$ cat src/rtl/p08_div_pkg.sv
// p08_div_pkg: shared FSM states and sizing constants for the sequential divider.
package p08_div_pkg;
  typedef enum logic [1:0] {IDLE, RUN, DONE} state_t;
  localparam int DIV_WIDTH_DEFAULT = 4;
  localparam int DIV_CNT_W = $clog2(DIV_WIDTH_DEFAULT);
  function automatic int cnt_w(input int w);
    return $clog2(w);
  endfunction
endpackage

$ cat src/rtl/p08_seq_divider_fs.sv
// p08_FS: one-bit full subtractor, the cell of the divider's trial-subtract chain.
module p08_FS (
  input  logic A,
  input  logic B,
  input  logic Bin,
  output logic D,
  output logic Bout
);
  assign D = A ^ B ^ Bin;
  assign Bout = (~A & B) | (~(A ^ B) & Bin);
endmodule

$ cat src/rtl/p08_seq_divider.sv
// p08_seq_divider: unsigned restoring divider, one quotient bit per clock.
// Define P08_DIV_DBZ_EN to short-circuit divide-by-zero straight to DONE with dbz set.
module p08_seq_divider
  import p08_div_pkg::*;
#(
  parameter int WIDTH = DIV_WIDTH_DEFAULT
) (
  input  logic             clk,
  input  logic             rst_n,
  input  logic             start,
  input  logic [WIDTH-1:0] dividend,
  input  logic [WIDTH-1:0] divisor,
  output logic             busy,
  output logic             done,
  output logic [WIDTH-1:0] quotient,
  output logic [WIDTH-1:0] remainder,
  output logic             dbz
);
  localparam int CW = cnt_w(WIDTH);
  state_t state_q, state_d;
  logic [WIDTH:0] r_q, r_d, r_sh, t, b_ext;
  logic [WIDTH+1:0] bw;
  logic [WIDTH-1:0] q_q, q_d, d_q, d_d, quo_q, quo_d, rem_q, rem_d;
  logic [CW-1:0] cnt_q, cnt_d;
  logic dbz_q, dbz_d;
  assign r_sh = (r_q << 1) | {{WIDTH{1'b0}}, q_q[WIDTH-1]};
  assign b_ext = {1'b0, d_q};
  assign bw[0] = 1'b0;
  genvar i;
  for (i = 0; i <= WIDTH; i++) begin : g_sub
    p08_FS u_fs (.A(r_sh[i]), .B(b_ext[i]), .Bin(bw[i]), .D(t[i]), .Bout(bw[i+1]));
  end
  always_comb begin
    state_d = state_q;
    r_d = r_q;
    q_d = q_q;
    d_d = d_q;
    cnt_d = cnt_q;
    quo_d = quo_q;
    rem_d = rem_q;
    dbz_d = dbz_q;
    if (state_q == RUN) begin
      r_d = bw[WIDTH+1] ? r_sh : t;
      q_d = {q_q[WIDTH-2:0], ~bw[WIDTH+1]};
      cnt_d = cnt_q - 1'b1;
      if (cnt_q == '0) begin
        state_d = DONE;
        quo_d = q_d;
        rem_d = r_d[WIDTH-1:0];
        dbz_d = 1'b0;
      end
    end else if (start) begin
      state_d = RUN;
      r_d = '0;
      q_d = dividend;
      d_d = divisor;
      cnt_d = CW'(WIDTH - 1);
`ifdef P08_DIV_DBZ_EN
      if (divisor == '0) begin
        state_d = DONE;
        quo_d = '1;
        rem_d = dividend;
        dbz_d = 1'b1;
      end
`endif
    end else if (state_q == DONE) begin
      state_d = IDLE;
    end
  end
  always_ff @(posedge clk) begin
    if (!rst_n) begin
      state_q <= IDLE;
      r_q <= '0;
      q_q <= '0;
      d_q <= '0;
      cnt_q <= '0;
      quo_q <= '0;
      rem_q <= '0;
      dbz_q <= 1'b0;
    end else begin
      state_q <= state_d;
      r_q <= r_d;
      q_q <= q_d;
      d_q <= d_d;
      cnt_q <= cnt_d;
      quo_q <= quo_d;
      rem_q <= rem_d;
      dbz_q <= dbz_d;
    end
  end
  assign busy = state_q == RUN;
  assign done = state_q == DONE;
  assign quotient = quo_q;
  assign remainder = rem_q;
  assign dbz = dbz_q;
endmodule

$ cat config.mk
export PLATFORM = sky130hd
export DESIGN_NAME = p08_seq_divider
export DESIGN_NICKNAME = d
export VERILOG_FILES = /design/src/rtl/p08_div_pkg.sv /design/src/rtl/p08_seq_divider_fs.sv /design/src/rtl/p08_seq_divider.sv
export SDC_FILE = /design/constraint.sdc
export NUM_CORES = 1
export LEC_CHECK = 0
export CAP_MARGIN = 30
export CORE_MARGIN = 3
export CORE_UTILIZATION = 25
export DETAILED_ROUTE_END_ITERATION = 10
export SYNTH_ARGS = -nofsm -noshare
export SYNTH_HDL_FRONTEND = slang
export SYNTH_SLANG_ARGS = --single-unit
$ cat constraint.sdc
create_clock -name clk -period 5.97 [get_ports clk]
set_input_delay 1.4925 -clock clk [delete_from_list [all_inputs] [get_ports clk]]
set_output_delay 1.4925 -clock clk [all_outputs]
set_load 0.005 [all_outputs]
Word-level counts from Yosys, hierarchy flattened
Cells that the tools add are included.

Register bits after elaboration: 24. Latch bits: 0. RAM bits: 0. Bits in read-only memories: 0. Input port bits: 11. Output and inout port bits: 11. Word-level logic and storage cells: 57. Memories kept: 0.

$add $sub $neg: 1. $mul: 0. Divide/modulo/power cells: 0. Magnitude comparators: 0. Eq/ne operators: 3. Shift-type cells: 0. Mux-type cells: 11. Bitwise gates (word level): 29. Reduce and logical (&&, ||, !) cells: 6.

Operators by type and width (count): 4-bit 2-to-1 mux (5); 2-bit 2-to-1 mux (6); 1-bit inverter (10); 1-bit AND (8); 1-bit XOR (7); 2-bit AND reduction (3); 5-bit by 1-bit OR with 5-bit output (1); 1-bit OR (3); 3-bit nonzero test (1); 2-bit by 1-bit == test with 1-bit output (second input constant) (1); 2-bit == test (second input constant) (1); 2-bit zero test (1); 2-bit by 1-bit inequality test with 1-bit output (second input constant) (1); 2-bit nonzero test (1); 2-bit by 1-bit subtractor with 2-bit output (second input constant) (1).

Logic depth before layout (Yosys ltp)
Word-level depth: 12. Depth in mapped cells: 11. Mapped depth without buffers: 10.

By module
A second synthesis with hierarchy kept.

Cells, all modules: 133. Area, all modules: 1197.4 sq um.

Modules (own cells, without submodules): p08_seq_divider (times used 1, cells an instance 113, area an instance 1041.0 sq um, seq. area each 480.5 sq um); p08_FS (times used 5, cells an instance 4, area an instance 31.3 sq um, seq. area each 0.0 sq um).

Worst setup path after synthesis
OpenSTA, ideal clock, no wires.

Kind: register to output. Start: reg state_q[1]. End: out busy. Data arrival time: 0.677 ns. Data required time: 4.478 ns. Path slack: 3.800 ns. Cell stages (with the launch flop): 4. Buffers on the path: 1. Path through: dfxtp_1 nand2b_1 buf_6 clkinv_8.

Cells in the longest elaborated chain, start to end: 1.

RTL lines: start, declared (line p08_seq_divider.sv:20) `state_t state_q, state_d;`; start signal, assigned (line p08_seq_divider.sv:81) `state_q <= state_d;`; 2-bit by 1-bit == test with 1-bit output (line p08_seq_divider.sv:91) `assign busy = state_q == RUN;`; end, declared (line p08_seq_divider.sv:13) `output logic busy,`.

Every way passes these cells.

Worst setup path after layout
Ends and elaborated chain as after synthesis.

==> flow_summary_export.csv <==
group,metric,value,unit
die,start_util,26.8,%
clock_tree,clock-root-buffer,"clkbuf_8",
clock_tree,cts_sinks,24,
synth,async_flop_share,0,%
finish,diodes,0,
synth,ys_seq_area_share,39.5,%
finish,seq_area,480,µm²
synth,synth-edff-count,0,
die,core_area,4530,µm²
critical_path,cp-end-kind,"output port",
clock_tree,cts_buffers,3,
die,die_x,75.8,µm
synth,synth.avg_cell_area,10.2,µm²
power,max-vdd-ir-drop,0.128,mV
clock_tree,cts_tree,"yes",
die,fp.dieH,75.8,µm
synth,ys_types,34,
die,die-area,5740,µm²
synth,ys.flop_type,"dfxtp_1",
power,power_density,279,nW/µm²
grt,grt_use_total,10.0,%
finish,areaGrowthSynthToFinish,22.3,%
synth,synth_cells,119,
place,port_buffers,20,
critical_path,cpPeakStageDelay,0.75,ns
critical_path,critPathKind,"reg -> out",
sta,final.min_clock_period,3.56,ns
sta,max_freq,281,MHz
routing,vias_per_cell,4.46,
power,p_leak,0.555,nW
grt,grt_pass1_vias,899,
sta,setup-tns-final,0,ns
clock_tree,clockBufferDepth,2,
sta,fin_crit_sh,59.6,%
routing,drc,0,
routing,totalWireLength,2.56,mm
grt,overflow,0,
routing,drt.antenna.violating_nets,0,
clock_tree,holdBufCountCts,0,
clock_tree,post_cts_buffers,0,
routing,wl_per_cell,12.8,µm
clock_tree,cts_resized,0,
sta,worst_pin_slew,0.937,ns
sta,slew_headroom,37.5,%
clock_tree,cts.clk_slew.worst_paths,0.09,ns
routing,via_count,892,
finish,final_area,1490,µm²
grt,grt_antenna_before_repair,0,
hold_path,hp-class,"reg -> reg",
sta,clock_skew,0.00597,ns
critical_path,cp_max_fo,17,
run_status,status,"completed",
critical_path,cp_data_arrival_time,2.06,ns
place,placed_cell_area,1420,µm²
grt,grt_max_degree,18,
clock_tree,cts_max_level,1,
synth,ys_warn_count,0,
place,gp_congestion,0.772,
routing,drt_iter0_markers,58,
sta,rsz0062_at_grt,"false",
sta,hold_viol_final,0,
finish,multi_input_area,602,µm²
sta,setup_viol_count_final,0,
die,io_pins,22,
die,rows,24,
synth,ys_seq_elements,24,
finish,finalNetCount,152,
place,dp.final_hpwl,1.91,mm
run,drv_cap,0,
routing,first_pass_iters,4,
synth,syn_area,1220,µm²
critical_path,worstPathRequired,4.48,ns
synth,syn_nets,135,
finish,drive_gt1_share,17.8,%
critical_path,start_kind,"register",
grt,grt_pass1_wl,4.29,mm
sta,finalMaxSlewViolations,0,
clock_tree,clk_latency,0.27,ns
critical_path,cpMaxStageDelayCell,"nand2b_1",
critical_path,crit_chain,"nand2b_1 > clkinv_8 > clkdlybuf4s50_1",
finish,nFillCells,456,
## layer usage
layer | GRT usage [%] | part of all wire, % | wire length (µm)
met1 | 12.7 | 45 | 1160
met2 | 16.4 | 49 | 1260
met3 | 1.72 | 3.8 | 98
met4 | 4.66 | 1.7 | 44
met5 | 0 | 0 | 0
## final timing paths
check | start | end | slack (ns) | depth (start not counted)
max | state_q[1] | busy | 2.41 | 3
min | remainder[0] | remainder[0] | 0.48 | 2
min reg2reg | remainder[0] | remainder[0] | 0.48 | 2
max reg2reg | q_q[3] | r_q[2] | 3.71 | 10
## through the flow
step / util, % / hold slack, ns / instances / setup slack [ns] / power [mW]
2_1_floorplan: - / 0.443 / 119 / 3.80 / 0.256
3_3_place_gp: 31.3 / 0.451 / 196 / 2.78 / 0.273
3_5_place_dp: 31.3 / 0.467 / 196 / 2.71 / 0.277
4_1_cts: 32.8 / 0.479 / 200 / 2.41 / 0.420
5_1_grt: 32.8 / 0.506 / 200 / 2.27 / 0.436
6_report: 32.8 / 0.476 / 200 / 2.41 / 0.415
## cell usage in the layout (no fill, tap or decap)
cell type	Yosys	layout
nand3_2	2	2
and3b_2	1	1
conb_1	1	1
ha_1	2	2
mux2i_1	9	9
clkbuf_8	0	3
o32ai_2	1	1
clkinv_8	1	1
a211oi_2	5	5
bufinv_16	0	1
and2_1	2	2
inv_1	10	10
and2_4	1	1
o21ai_0	1	1
o32ai_1	2	2
o211ai_1	1	1
clkdlybuf4s50_1	0	20
o211a_1	1	1
fa_1	3	3
o31ai_2	3	3
dfxtp_1	24	24
nand2_2	2	2
nand4_1	4	4
nand2b_4	1	1
a21oi_1	5	5
nand2b_1	1	1
and2b_2	1	1
nor2_1	12	12
o21ai_1	6	6
nand2_1	5	5
nor3_2	2	2
nand3_1	2	2
## Yosys cell counts (2+ instances only)
master	count	area (µm²)
a211oi_2	5	62.6
a21oi_1	5	25.0
and2_1	2	12.5
buf_6	4	45.0
dfxtp_1	24	480
fa_1	3	60.1
ha_1	2	25.0
inv_1	10	37.5
mux2i_1	9	90.1
nand2_1	5	18.8
nand2_2	2	12.5
nand3_1	2	10.0
nand3_2	2	20.0
nand4_1	4	25.0
nor2_1	12	45.0
nor3_2	2	20.0
o21ai_1	6	30.0
o31ai_2	3	37.5
o32ai_1	2	17.5
## kinds of logic (layout without fill, tap and decap cells)
logic type | count (synthesis) | after routing | share of synthesized area (%)
and+or+nand+nor | 36 | 36 | 17.4
adders and majority gates | 5 | 5 | 6.99
other | 1 | 1 | 0.308
AOI/OAI and AO/OA | 25 | 25 | 17.4
DFF | 24 | 24 | 39.5
muxes | 9 | 9 | 7.40
buffers and inverters | 19 | 35 | 11.1
## where the power goes
part | total (mW) | internal (mW) | switching (mW)
Clock | 0.142 | 0.0897 | 0.0527
Sequential | 0.181 | 0.173 | 0.00864
Combinational | 0.0910 | 0.0418 | 0.0492
## registers in the layout, indices dropped and copies added, names as in the netlist
signal and cells:
quotient 4, d_q 4, q_q 4, remainder 4
state_q 2, r_q 4, cnt_q 2
## area by class of cell
type	count	area share, %
Sequential cell	24	32.3
Clock inverter	1	2.02
Inverter	11	3.61
Timing Repair Buffer	20	13.4
Clock buffer	3	2.77
Multi-Input combinational cell	76	40.4
Tap cell	65	5.46
## worst max-delay path: cells and delay by family (launching register included)
kind / cells / cell delay, ns
buffers and inverters: 2 / 0.67
DFF: 1 / 0.37
and+or+nand+nor: 1 / 0.75
Note: power is estimated with default switching activity, not from simulation.
